==> src/rtl/ifmap_pkg.sv <==
// Shared constants, tagged-word type and row-marker helper for the IFMap row packer.
package ifmap_pkg;

  localparam int unsigned DATA_W = 16;
  localparam int unsigned TAG_W  = 2;

  localparam logic [TAG_W-1:0] TAG_START  = 2'b10;
  localparam logic [TAG_W-1:0] TAG_END    = 2'b01;
  localparam logic [TAG_W-1:0] TAG_MID    = 2'b00;
  localparam logic [TAG_W-1:0] TAG_SINGLE = 2'b11;

  // One buffer lane: row marker above the pixel.
  typedef struct packed {
    logic [TAG_W-1:0]  tag;
    logic [DATA_W-1:0] pix;
  } tagged_word_t;

  // Row marker for pixel position idx in a row of len pixels (len already clamped to >= 1).
  function automatic logic [TAG_W-1:0] calc_tag(input int unsigned idx, input int unsigned len);
    logic [TAG_W-1:0] tag;
    tag = TAG_MID;
    if (len <= 1) begin
      tag = TAG_SINGLE;
    end else if (idx == 0) begin
      tag = TAG_START;
    end else if (idx == len - 1) begin
      tag = TAG_END;
    end
    return tag;
  endfunction

endpackage

==> src/rtl/ifmap_row_packer.sv <==
// Tags incoming pixels with row markers and packs PAR_WRITE of them per IFMap buffer write.
module ifmap_row_packer
  import ifmap_pkg::*;
#(
  parameter int unsigned DATA_WIDTH   = 16,
  parameter int unsigned TAG_WIDTH    = 2,
  parameter int unsigned PAR_WRITE    = 4,
  parameter int unsigned ROW_LEN_SIZE = 8
) (
  input  logic                                     clk,
  input  logic                                     rst,
  input  logic                                     chip_en,
  input  logic [ROW_LEN_SIZE-1:0]                  row_len,
  input  logic [DATA_WIDTH-1:0]                    pix_in,
  input  logic                                     pix_valid,
  output logic                                     pix_ready,
  input  logic                                     buf_full,
  output logic [PAR_WRITE*(DATA_WIDTH+TAG_WIDTH)-1:0] IFMap_in,
  output logic                                     wen_IFMap_buffer,
  output logic                                     row_done
);

  localparam int unsigned WORD_W  = DATA_WIDTH + TAG_WIDTH;
  localparam int unsigned ENTRY_W = PAR_WRITE * WORD_W;
  localparam int unsigned LANE_W  = (PAR_WRITE > 1) ? $clog2(PAR_WRITE) : 1;
  localparam logic [LANE_W-1:0] LAST_LANE = LANE_W'(PAR_WRITE - 1);

  logic [ROW_LEN_SIZE-1:0] pix_cnt;
  logic [ROW_LEN_SIZE-1:0] row_len_q;
  logic [ROW_LEN_SIZE-1:0] eff_len;
  logic [LANE_W-1:0]       lane_cnt;
  logic [WORD_W-1:0]       acc [PAR_WRITE];
  logic [ENTRY_W-1:0]      out_q;
  logic [ENTRY_W-1:0]      group_c;
  logic                    out_valid;
  logic                    out_last;
  logic [TAG_WIDTH-1:0]    tag_c;
  logic [WORD_W-1:0]       word_c;
  logic                    accept;
  logic                    write;
  logic                    is_last;
  logic                    group_done;

  // Row length in force: live (clamped) value on a row's first pixel, latched value afterwards.
  always_comb begin
    eff_len = row_len_q;
    if (pix_cnt == '0) begin
      eff_len = (row_len == '0) ? ROW_LEN_SIZE'(1) : row_len;
    end
  end

  assign is_last    = (pix_cnt == eff_len - ROW_LEN_SIZE'(1));
  assign tag_c      = TAG_WIDTH'(calc_tag(32'(pix_cnt), 32'(eff_len)));
  assign word_c     = {tag_c, pix_in};

  // Handshakes are combinational so back-pressure acts in the same cycle.
  assign pix_ready        = rst && chip_en && (!out_valid || !buf_full);
  assign accept           = pix_valid && pix_ready;
  assign write            = out_valid && !buf_full && chip_en;
  assign group_done       = accept && (is_last || (lane_cnt == LAST_LANE));
  assign wen_IFMap_buffer = write;
  assign row_done         = write && out_last;
  assign IFMap_in         = out_q;

  // Completed entry: earlier lanes from the accumulator, current lane and any lanes above it
  // take the new word, which pads a short row with its end-tagged last pixel.
  for (genvar i = 0; i < PAR_WRITE; i++) begin : g_lane
    assign group_c[i*WORD_W +: WORD_W] = (LANE_W'(i) < lane_cnt) ? acc[i] : word_c;
  end

  // Pixel position, lane position and latched row length.
  always_ff @(posedge clk or negedge rst) begin
    if (!rst) begin
      pix_cnt   <= '0;
      row_len_q <= '0;
      lane_cnt  <= '0;
    end else if (accept) begin
      if (pix_cnt == '0) begin
        row_len_q <= eff_len;
      end
      pix_cnt  <= is_last ? '0 : pix_cnt + ROW_LEN_SIZE'(1);
      lane_cnt <= group_done ? '0 : lane_cnt + LANE_W'(1);
    end
  end

  // Accumulator holding the tagged words of the group in progress.
  always_ff @(posedge clk or negedge rst) begin
    if (!rst) begin
      for (int i = 0; i < PAR_WRITE; i++) begin
        acc[i] <= '0;
      end
    end else if (accept) begin
      acc[lane_cnt] <= word_c;
    end
  end

  // Output entry register; a completion in the same cycle as a write reloads it.
  always_ff @(posedge clk or negedge rst) begin
    if (!rst) begin
      out_q     <= '0;
      out_valid <= 1'b0;
      out_last  <= 1'b0;
    end else if (group_done) begin
      out_q     <= group_c;
      out_valid <= 1'b1;
      out_last  <= is_last;
    end else if (write) begin
      out_valid <= 1'b0;
    end
  end

endmodule

==> config.mk <==
export PLATFORM = sky130hd
export DESIGN_NAME = ifmap_row_packer
export DESIGN_NICKNAME = d
export VERILOG_FILES = /design/src/rtl/ifmap_pkg.sv /design/src/rtl/ifmap_row_packer.sv
export SDC_FILE = /design/constraint.sdc
export NUM_CORES = 1
export LEC_CHECK = 0
export CAP_MARGIN = 0
export CORE_MARGIN = 2
export CORE_UTILIZATION = 35
export CTS_CLUSTER_DIAMETER = 60
export CTS_CLUSTER_SIZE = 8
export DETAILED_ROUTE_END_ITERATION = 16
export GPL_ROUTABILITY_DRIVEN = 0
export HOLD_SLACK_MARGIN = 0.06
export PLACE_DENSITY = 0.55
export SETUP_SLACK_MARGIN = 0.3
export SLEW_MARGIN = 0
export SYNTH_ARGS = -nofsm -noshare
export SYNTH_HDL_FRONTEND = slang
export SYNTH_SLANG_ARGS = --single-unit
==> constraint.sdc <==
create_clock -name clk -period 3.7 [get_ports clk]
set_clock_uncertainty 0.2 [all_clocks]
set_input_delay 0.555 -clock clk [delete_from_list [all_inputs] [get_ports clk]]
set_output_delay 0.555 -clock clk [all_outputs]
set_load 0.005 [all_outputs]
==> metrics, run 1 <==
Port Buffers 103; Critical Path RT 3.81 ns; R2R depth 17; # IOs 104; Via density 4.91; die width 146 microns; critical path endpoint category register; DRT Pass-1 Iters 5; Worst Hold Class primary input to async pin; count leader, synth dfrtp_1; antenna violations before repair 0; fin crit share 1.01; largest net degree at the start of global routing 147; WL per Instance 18.6 microns; share of layout cells above drive strength 1 0.441; Syn Nets 550; Synth Flop Type dfrtp_1; GRT overflow 0; Yosys top cell by area dfrtp_1; Clock Tree Root clkbuf_16; Post-DP Area 8680 sq um; Initial Utilization 0.354; post-synth cell types 52; EDFF count, synth 0; fin area 9940 sq um; fmax 0.268 GHz; sequential cell area 3650 sq um; vias in the first global route 5028; Critical Path End IFMap_in[34]; Arrival @ worst endpoint 3.85 ns; failing checks negative hold slack, negative setup slack; Core Area 20000 sq um; crit path time final 3.74 ns; area of the multi-input gates 3460 sq um; Nets 715; pwr/cell area 799 nW/um^2; Max FO, Critical Path 5; Worst Max-Slew Pin Slew 1.10 ns; number of max-cap violations 0; Max transition margin 0.269; Avg Inst Size Synth 13.8 sq um; die footprint 21400 sq um; final setup fails 11; Total Power 7.94 mW; R2R Path Start pix_cnt[0]; Final Util 0.496; Synth async-reset ratio 1.00; Critical Path Start Type register; clk_lat worst skew 0.43 ns; Final Max Slew Viols 0; Leakage 4.37 nW; Rows 52; clk slew on worst S/H paths 0.06 ns; Setup TNS -0.189 ns; ANT cells 0; clk sinks 146; Yosys reg bits 146; Bufs and invs on worst path 4; maximum vdd drop 0.000352 V; post-synthesis sequential area ratio 0.515; CTS tree done; crit-path cells inv_2 -> ha_4 -> nor4b_4 -> buf_12 -> nand2_8 -> mux2i_4 -> ha_4 -> nor3b_4 -> nor3b_4 -> xnor2_1 -> o211a_1 -> o211a_1 -> buf_4 -> buf_4 -> a31o_4 -> mux2_4 -> mux2_4; Synth area leaders dfrtp_1 (52%), mux2_2 (21%), mux2_4 (9.5%), ha_1 (1.4%), buf_12 (1.1%); fillcell total 1785; Final Worst Setup Slack -0.0372 ns; cell area after synthesis 7090 sq um; worst hold slack -0.00974 ns; r2r endpoint IFMap_in[34]; FF-to-FF setup slack -0.04 ns; Cells after Synth 513; slowest CP cell dfrtp_1; RSZ-0062 raised after global routing true; CP top delay family simple AND/OR/NAND/NOR gates; top-area cell type share of the netlist area 0.515; DR DRC count 0; synth cell count leaders dfrtp_1 (146), mux2_2 (133), mux2_4 (45); P&R area growth vs syn 40.1%; gr usage total 0.169; DR iter-0 viols 264; HPWL Detailed 10900 microns; result of the run finished with violations; via count 4722; CP Launch Point pix_cnt[0]; slowest stage delay, CP 0.39 ns; CP Depth 17; WS Path Type register to register; first-pass GRT wire length 28200 microns; H-Tree Depth 4; pre-CTS setup slack -0.433 ns; CTS Buf Count 17; DRT Wirelength 17900 microns; Final ANT Viol Nets 0; Synth warnings 0; CTS max path bufs 2; final hold violation count 4; die height 146 microns
==> per-layer routing <==
metal	part of all wire	track usage
met1	0.46	0.216
met2	0.48	0.277
met3	0.046	0.0550
met4	0.014	0.0485
met5	0	0
==> worst reg2reg max path, cell delays in order, from the launching register on <==
cell	delay, ns
dfrtp_1	0.39
inv_2	0.09
ha_4	0.14
nor4b_4	0.25
buf_12	0.17
nand2_8	0.05
mux2i_4	0.20
ha_4	0.18
nor3b_4	0.25
nor3b_4	0.23
xnor2_1	0.10
o211a_1	0.22
o211a_1	0.13
buf_4	0.13
buf_4	0.13
a31o_4	0.24
mux2_4	0.26
mux2_4	0.25
==> sequential cells by signal, indices dropped and copies added, names as in the netlist <==
register / cells
IFMap_in: 72
lane_cnt: 2
row_len_q: 8
pix_cnt: 8
out_last: 1
acc: 54
out_valid: 1
==> stage by stage <==
stage,hold slack (ns),instances
2_1_floorplan,0.0594,513
3_3_place_gp,0.263,904
3_5_place_dp,0.271,904
4_1_cts,0.128,950
5_1_grt,0.142,961
6_report,-0.00974,961
==> cell families after synthesis <==
family | share of synthesized area
compound gates | 0.0515
xor+xnor | 0.0148
fa+ha+maj | 0.0141
buf+inv | 0.0346
flops | 0.515
mux | 0.311
simple gates | 0.0589
==> where the power goes <==
part | leakage, nW | internal [mW] | switching (mW) | total [mW]
combinational | 2.24 | 2.15 | 1.22 | 3.37
clock | 0.289 | 1.09 | 0.722 | 1.81
sequential | 1.85 | 2.29 | 0.463 | 2.76
total | 4.37 | 5.54 | 2.40 | 7.94
==> what timing repair did <==
action                     4_1_cts  5_1_grt
cloned                           4        5
gates resized for setup         34       28
pin swaps                        6        9
hold buffers                     0        0
setup endpoints to repair       81       87
buffers inserted                10        6
==> layout make-up <==
class                      count  share of cell area
clock buffer                  19              0.0446
clock inverter                13              0.0173
inverter                      11             0.00416
multi-input combinational    331               0.348
sequential                   146               0.368
tap                          270              0.0340
timing repair buffer         171               0.184
==> worst min path at each step <==
stage / to / slack (ns) / depth (start not counted)
after floorplan: IFMap_in[0] / 0.06 / 0
final: row_len_q[2] / -0.01 / 2
after detailed placement: acc[35] / 0.27 / 2
after global routing: row_len_q[5] / 0.14 / 2
after global placement: acc[53] / 0.26 / 2
after CTS: row_len_q[7] / 0.13 / 2
==> cell usage in the layout (no fill, tap or decap), types with 7 or more instances in the layout <==
cell type | Yosys | final
buf_4 | 3 | 47
nand2_1 | 21 | 21
mux2_4 | 45 | 72
nor2_1 | 19 | 16
clkbuf_16 | 0 | 22
a21oi_1 | 9 | 7
clkdlybuf4s50_1 | 0 | 101
dfrtp_1 | 146 | 146
inv_1 | 11 | 9
mux2_2 | 133 | 106
o21ai_0 | 12 | 10
Power figures use the tool's default switching activity.
==> inputs of run 2 (changes only) <==
--- a/config.mk
+++ b/config.mk
@@ -13,8 +13,8 @@
 export DETAILED_ROUTE_END_ITERATION = 16
 export GPL_ROUTABILITY_DRIVEN = 0
 export HOLD_SLACK_MARGIN = 0.06
+export MAX_ROUTING_LAYER = met4
 export PLACE_DENSITY = 0.55
-export SETUP_SLACK_MARGIN = 0.3
 export SLEW_MARGIN = 0
 export SYNTH_ARGS = -nofsm -noshare
 export SYNTH_HDL_FRONTEND = slang
==> run 2 against run 1 <==
Against the previous run:
- sequential share of layout area is 0.38 points higher
- the run now ends clean
- cell area is 1.0% lower
- flip-flop and latch count unchanged
- first-iteration DRC count is 6.1% lower
- register-to-register slack better by 0.06 ns
- largest cell class unchanged
- die area unchanged
- via count up 0.23%
- largest power group unchanged
==> metrics, run 2 (synthesis results as in run 1) <==
result of the run complete, no violations (was finished with violations); fin crit share 0.994 (was 1.01); vias in the first global route 5079 (was 5028); Worst Max-Slew Pin Slew 1.15 ns (was 1.10 ns); DR iter-0 viols 248 (was 264); WL per Instance 18.6 microns (about the same); DRT Wirelength 17900 microns (about the same); met1 GRT Util 0.227 (was 0.216); fin area 9830 sq um (was 9940 sq um); Final Worst Setup Slack 0.0240 ns (was -0.0372 ns); die height 146 microns (unchanged); share of layout cells above drive strength 1 0.436 (was 0.441); CTS tree done (unchanged); Nets 716 (was 715); commonest non-fill, non-tap cell in the layout dfrtp_1 (unchanged); RSZ-0062 raised after global routing true (unchanged); die footprint 21400 sq um (unchanged); CTS max path bufs 2 (unchanged); largest net degree at the start of global routing 81 (was 147); # IOs 104 (unchanged); CP top delay family simple AND/OR/NAND/NOR gates (unchanged); critical path endpoint category register (unchanged); Global Route met3 Usage 0.0378 (was 0.0550); worst hold slack 0.127 ns (was -0.00974 ns); GRT overflow 0 (unchanged); pwr/cell area 797 nW/um^2 (was 799 nW/um^2); crit-path cells inv_2 -> ha_4 -> nor4b_4 -> buf_6 -> nand2_4 -> mux2i_4 -> ha_4 -> nor3b_4 -> nor3b_2 -> xnor2_1 -> o211a_1 -> o211a_1 -> and2_4 -> o21a_4 -> buf_12 -> clkbuf_16 -> buf_8 -> o221a_1 (was inv_2 -> ha_4 -> nor4b_4 -> buf_12 -> nand2_8 -> mux2i_4 -> ha_4 -> nor3b_4 -> nor3b_4 -> xnor2_1 -> o211a_1 -> o211a_1 -> buf_4 -> buf_4 -> a31o_4 -> mux2_4 -> mux2_4); final hold violation count 0 (was 4); Critical Path Start Type register (unchanged); DRT Pass-1 Iters 4 (was 5); Max FO, Critical Path 5 (unchanged); R2R depth 18 (was 17); number of max-cap violations 0 (unchanged); GR Util met2 0.276 (was 0.277); cell count after placement 911 (was 904); hold_buf cts 0 (unchanged); Via density 4.92 (was 4.91); Leakage 4.35 nW (was 4.37 nW); ANT cells 0 (unchanged); first-pass GRT wire length 28400 microns (was 28200 microns); clk_lat worst skew 0.42 ns (was 0.43 ns); P&R area growth vs syn 38.7% (was 40.1%); Initial Utilization 0.354 (unchanged); Worst Hold Class primary input to async pin (unchanged); GRT Max-Usage Layer met2 (unchanged); slowest stage delay, CP 0.39 ns (about the same); CTS Buf Count 17 (unchanged); die width 146 microns (unchanged); via count 4733 (was 4722); Port Buffers 103 (unchanged); Clock Tree Root clkbuf_16 (unchanged); Bufs and invs on worst path 5 (was 4); Rows 52 (unchanged); Post-DP Area 8700 sq um (was 8680 sq um); HPWL Detailed 11100 microns (was 10900 microns); WS Path Type register to register (unchanged); Final Max Slew Viols 0 (unchanged); clk sinks 146 (unchanged); final setup fails 0 (was 11); crit path time final 3.68 ns (was 3.74 ns); gr usage total 0.176 (was 0.169); maximum vdd drop 0.000389 V (was 0.000352 V); Final ANT Viol Nets 0 (unchanged); Arrival @ worst endpoint 3.78 ns (was 3.85 ns); antenna violations before repair 0 (unchanged); Core Area 20000 sq um (unchanged); Setup TNS 0 ns (was -0.189 ns); H-Tree Depth 4 (unchanged); Post-Layout Cell Count 962 (was 961); commonest non-fill, non-tap cells in the layout dfrtp_1 (146), mux2_2 (108), clkdlybuf4s50_1 (100) (was dfrtp_1 (146), mux2_2 (106), clkdlybuf4s50_1 (101)); clk slew on worst S/H paths 0.06 ns (about the same); pre-CTS setup slack -0.468 ns (was -0.433 ns); fmax 0.272 GHz (was 0.268 GHz); Final Util 0.491 (was 0.496); max reg flops 72 (unchanged); Total Power 7.84 mW (was 7.94 mW); slowest CP cell dfrtp_1 (unchanged); Critical Path RT 3.81 ns (about the same); Max transition margin 0.236 (was 0.269); DR DRC count 0 (unchanged); CP Depth 18 (was 17)
==> run 2: final timing paths <==
path                            slack [ns]  startpoint           end
worst max-delay path                  0.02  pix_cnt[0]  IFMap_in[52]
worst min register to register        0.28     acc[53]       acc[53]
worst min-delay path                  0.13         rst  row_len_q[0]
max in group asynchronous             1.60         rst    pix_cnt[2]
min in group clk                      0.28     acc[53]       acc[53]
worst max register to register        0.02  pix_cnt[0]  IFMap_in[52]
==> run 2: timing repair <==
item | 4_1_cts | 5_1_grt
setup buffers | 8 | 3
gates resized for setup | 19 | 40
endpoints found under the setup margin | 72 | 76
pin swaps | 13 | 8
cloned | 4 | 5
==> run 2: report_power, final <==
group	internal [mW]	switching, mW
sequential	2.30	0.451
clock	1.06	0.687
combinational	2.13	1.22
==> run 2: layer usage <==
metal	vias to the layer above	wire length, microns
met5	-	0
met4	0	211
met3	11	647
met2	105	8740
met1	2429	8310
li1	2188	-
==> run 2: area by class of cell <==
cell class,count,area [sq um]
well taps,270,338
clock inverters,14,161
inverters,11,41.3
clock buffers,18,429
repair buffers,172,1810
multi-input cells,331,3410
fillers,1796,10200
flip-flops and latches,146,3650
==> inputs of run 3 (changes only) <==
--- a/config.mk
+++ b/config.mk
@@ -5,16 +5,16 @@
 export SDC_FILE = /design/constraint.sdc
 export NUM_CORES = 1
 export LEC_CHECK = 0
-export CAP_MARGIN = 0
 export CORE_MARGIN = 2
 export CORE_UTILIZATION = 35
 export CTS_CLUSTER_DIAMETER = 60
-export CTS_CLUSTER_SIZE = 8
+export CTS_CLUSTER_SIZE = 10
 export DETAILED_ROUTE_END_ITERATION = 16
+export DONT_BUFFER_PORTS = 1
 export GPL_ROUTABILITY_DRIVEN = 0
 export HOLD_SLACK_MARGIN = 0.06
 export MAX_ROUTING_LAYER = met4
-export PLACE_DENSITY = 0.55
+export PLACE_DENSITY = 0.48
 export SLEW_MARGIN = 0
 export SYNTH_ARGS = -nofsm -noshare
 export SYNTH_HDL_FRONTEND = slang
==> run 3 against run 2 <==
Against the previous run:
- the flow now finishes with violations (negative hold slack, negative setup slack)
- global-route usage down 1.3 points
- die area unchanged
- maximum frequency down 1.4%
- clock-buffer cell count up 1
- setup slack worse by 0.052 ns
- power down 10%
- combinational power down 28%
- cell area down 13%
- clock power up 5%
- via count down 10%
- sequential share of layout area up 5.6 points
- utilization down 6.5 points
==> metrics, run 3 (synthesis results as in run 1) <==
die footprint 21400 sq um (unchanged); die width 146 microns (unchanged); Worst Max-Slew Pin Slew 0.744 ns (was 1.15 ns); number of max-cap violations 0 (unchanged); share of layout cells above drive strength 1 0.479 (was 0.436); Core Area 20000 sq um (unchanged); RSZ-0062 raised after global routing true (unchanged); Arrival @ worst endpoint 3.82 ns (was 3.78 ns); CP top delay family compound AO/OA/AOI/OAI gates (was simple AND/OR/NAND/NOR gates); CP Launch Point pix_cnt[1] (was pix_cnt[0]); Via density 5.05 (was 4.92); commonest non-fill, non-tap cell in the layout dfrtp_1 (unchanged); DR iter-0 viols 162 (was 248); failing checks negative hold slack, negative setup slack; largest net degree at the start of global routing 148 (was 81); most used cell along the critical path ha_4; HPWL Detailed 10500 microns (was 11100 microns); CTS max path bufs 2 (unchanged); crit-path cells inv_2 -> ha_4 -> nor4b_4 -> buf_4 -> nand2_4 -> mux2i_4 -> ha_4 -> nor3b_4 -> xnor2_2 -> o211ai_1 -> a211oi_1 -> o211a_1 -> and2_4 -> o21a_4 -> buf_12 -> clkbuf_16 -> mux2_4 (was inv_2 -> ha_4 -> nor4b_4 -> buf_6 -> nand2_4 -> mux2i_4 -> ha_4 -> nor3b_4 -> nor3b_2 -> xnor2_1 -> o211a_1 -> o211a_1 -> and2_4 -> o21a_4 -> buf_12 -> clkbuf_16 -> buf_8 -> o221a_1); pre-CTS setup slack -0.156 ns (was -0.468 ns); Critical Path Start Type register (unchanged); Max FO, Critical Path 6 (was 5); CTS Buf Count 17 (unchanged); antenna violations before repair 0 (unchanged); commonest non-fill, non-tap cells in the layout dfrtp_1 (146), mux2_2 (111), mux2_4 (67) (was dfrtp_1 (146), mux2_2 (108), clkdlybuf4s50_1 (100)); Max transition margin 0.502 (was 0.236); slowest CP cell dfrtp_1 (unchanged); NetSw 2.16 mW (was 2.36 mW); result of the run finished with violations (was complete, no violations); Comb pwr share 0.342 (was 0.427); DRT Pass-1 Iters 4 (unchanged); fin crit share 1.01 (was 0.994); worst hold slack -0.370 ns (was 0.127 ns); Clock Power Share 0.258 (was 0.223); Worst Hold Class primary input to async pin (unchanged); sequential share of power 0.400 (was 0.350); critical path endpoint category register (unchanged); first-pass GRT wire length 26400 microns (was 28400 microns); P&R area growth vs syn 20.4% (was 38.7%); fmax 0.268 GHz (was 0.272 GHz); gr usage total 0.163 (was 0.176); H-Tree Depth 4 (unchanged); Nets 594 (was 716); final setup fails 12 (was 0); die height 146 microns (unchanged); via count 4241 (was 4733); crit path time final 3.73 ns (was 3.68 ns); Total Power 7.04 mW (was 7.84 mW); Bufs and invs on worst path 4 (was 5); DRT Wirelength 16600 microns (was 17900 microns); Port Buffers 0 (was 103); Final Max Slew Viols 0 (unchanged); CTS tree done (unchanged); Final ANT Viol Nets 0 (unchanged); final hold violation count 146 (was 0); pwr/cell area 824 nW/um^2 (was 797 nW/um^2); Rows 52 (unchanged); Internal 4.88 mW (was 5.48 mW); ANT cells 0 (unchanged); vias in the first global route 4566 (was 5079); clk sinks 146 (unchanged); max reg flops 72 (unchanged); DR DRC count 0 (unchanged); clk_lat worst skew 0.42 ns (about the same); switching portion of total power 0.307 (was 0.301); # IOs 104 (unchanged); Initial Utilization 0.354 (unchanged); clk slew on worst S/H paths 0.06 ns (about the same); GRT overflow 0 (unchanged); Clock Tree Root clkbuf_16 (unchanged); Setup TNS -0.168 ns (was 0 ns); WL per Instance 19.8 microns (was 18.6 microns); Critical Path RT 3.80 ns (was 3.81 ns); R2R Path Start pix_cnt[1] (was pix_cnt[0]); Final Worst Setup Slack -0.0278 ns (was 0.0240 ns); Leakage 3.81 nW (was 4.35 nW); maximum vdd drop 0.000302 V (was 0.000389 V); WS Path Type register to register (unchanged); slowest stage delay, CP 0.39 ns (about the same)
-- run 3: worst paths after layout --
path,to,slack [ns],cells past startpoint
max,IFMap_in[16],-0.03,17
min,row_len_q[5],-0.37,0
max reg2reg,IFMap_in[16],-0.03,17
min reg2reg,acc[53],0.28,2
max in group asynchronous,IFMap_in[26],3.31,0
min in group clk,IFMap_in[69],0.08,1
-- run 3: area by class of cell --
cell class | count | area [sq um]
sequential | 146 | 3650
timing repair buffer | 50 | 526
fill | 1885 | 11500
clock inverter | 13 | 183
tap | 270 | 338
clock buffer | 19 | 433
inverter | 11 | 41.3
multi-input combinational | 331 | 3370
-- run 3: worst reg2reg max path: cells and delay by family, from the launching register on --
kind | cells | cell delay (ns)
XOR/XNOR | 1 | 0.16
buffers and inverters | 4 | 0.57
AND/OR/NAND/NOR | 4 | 0.64
flip-flops | 1 | 0.39
multiplexers | 2 | 0.51
adder cells (fa/ha/maj) | 2 | 0.32
AO/OA/AOI/OAI | 4 | 0.83
-- run 3: per-layer routing --
metal  wire length (microns)  global-route usage  vias up
met5                       0                   -        -
met4                     208              0.0485        0
met2                    8090               0.260      102
li1                        -                   -     1935
met1                    7400               0.202     2185
met3                     902              0.0475       19
-- run 3: through the flow --
step	cell area, sq um	hold WS (ns)	util	instances
2_1_floorplan	7120	0.0594	-	513
3_3_place_gp	7520	0.0634	0.375	788
3_5_place_dp	7520	0.0644	0.375	788
4_1_cts	8330	-0.391	0.416	831
5_1_grt	8540	-0.394	0.426	840
6_report	8540	-0.370	0.426	840
-- run 3: what timing repair did --
item                       4_1_cts  5_1_grt
gates resized for setup         14       31
hold buffers                     1        6
cloned                           2        2
pin swaps                        4        6
buffers inserted                 8        2
setup endpoints to repair       70       74
hold endpoints to repair       147      151
-- run 3: power groups by stage --
stage | clock network, mW | logic, mW | registers (mW)
floorplan | 0 | 1.73 | 2.67
global placement | 0 | 2.14 | 2.82
finish | 1.82 | 2.40 | 2.82
detailed placement | 0 | 2.19 | 2.84
global route | 1.94 | 2.62 | 2.92
CTS | 1.86 | 2.29 | 2.83
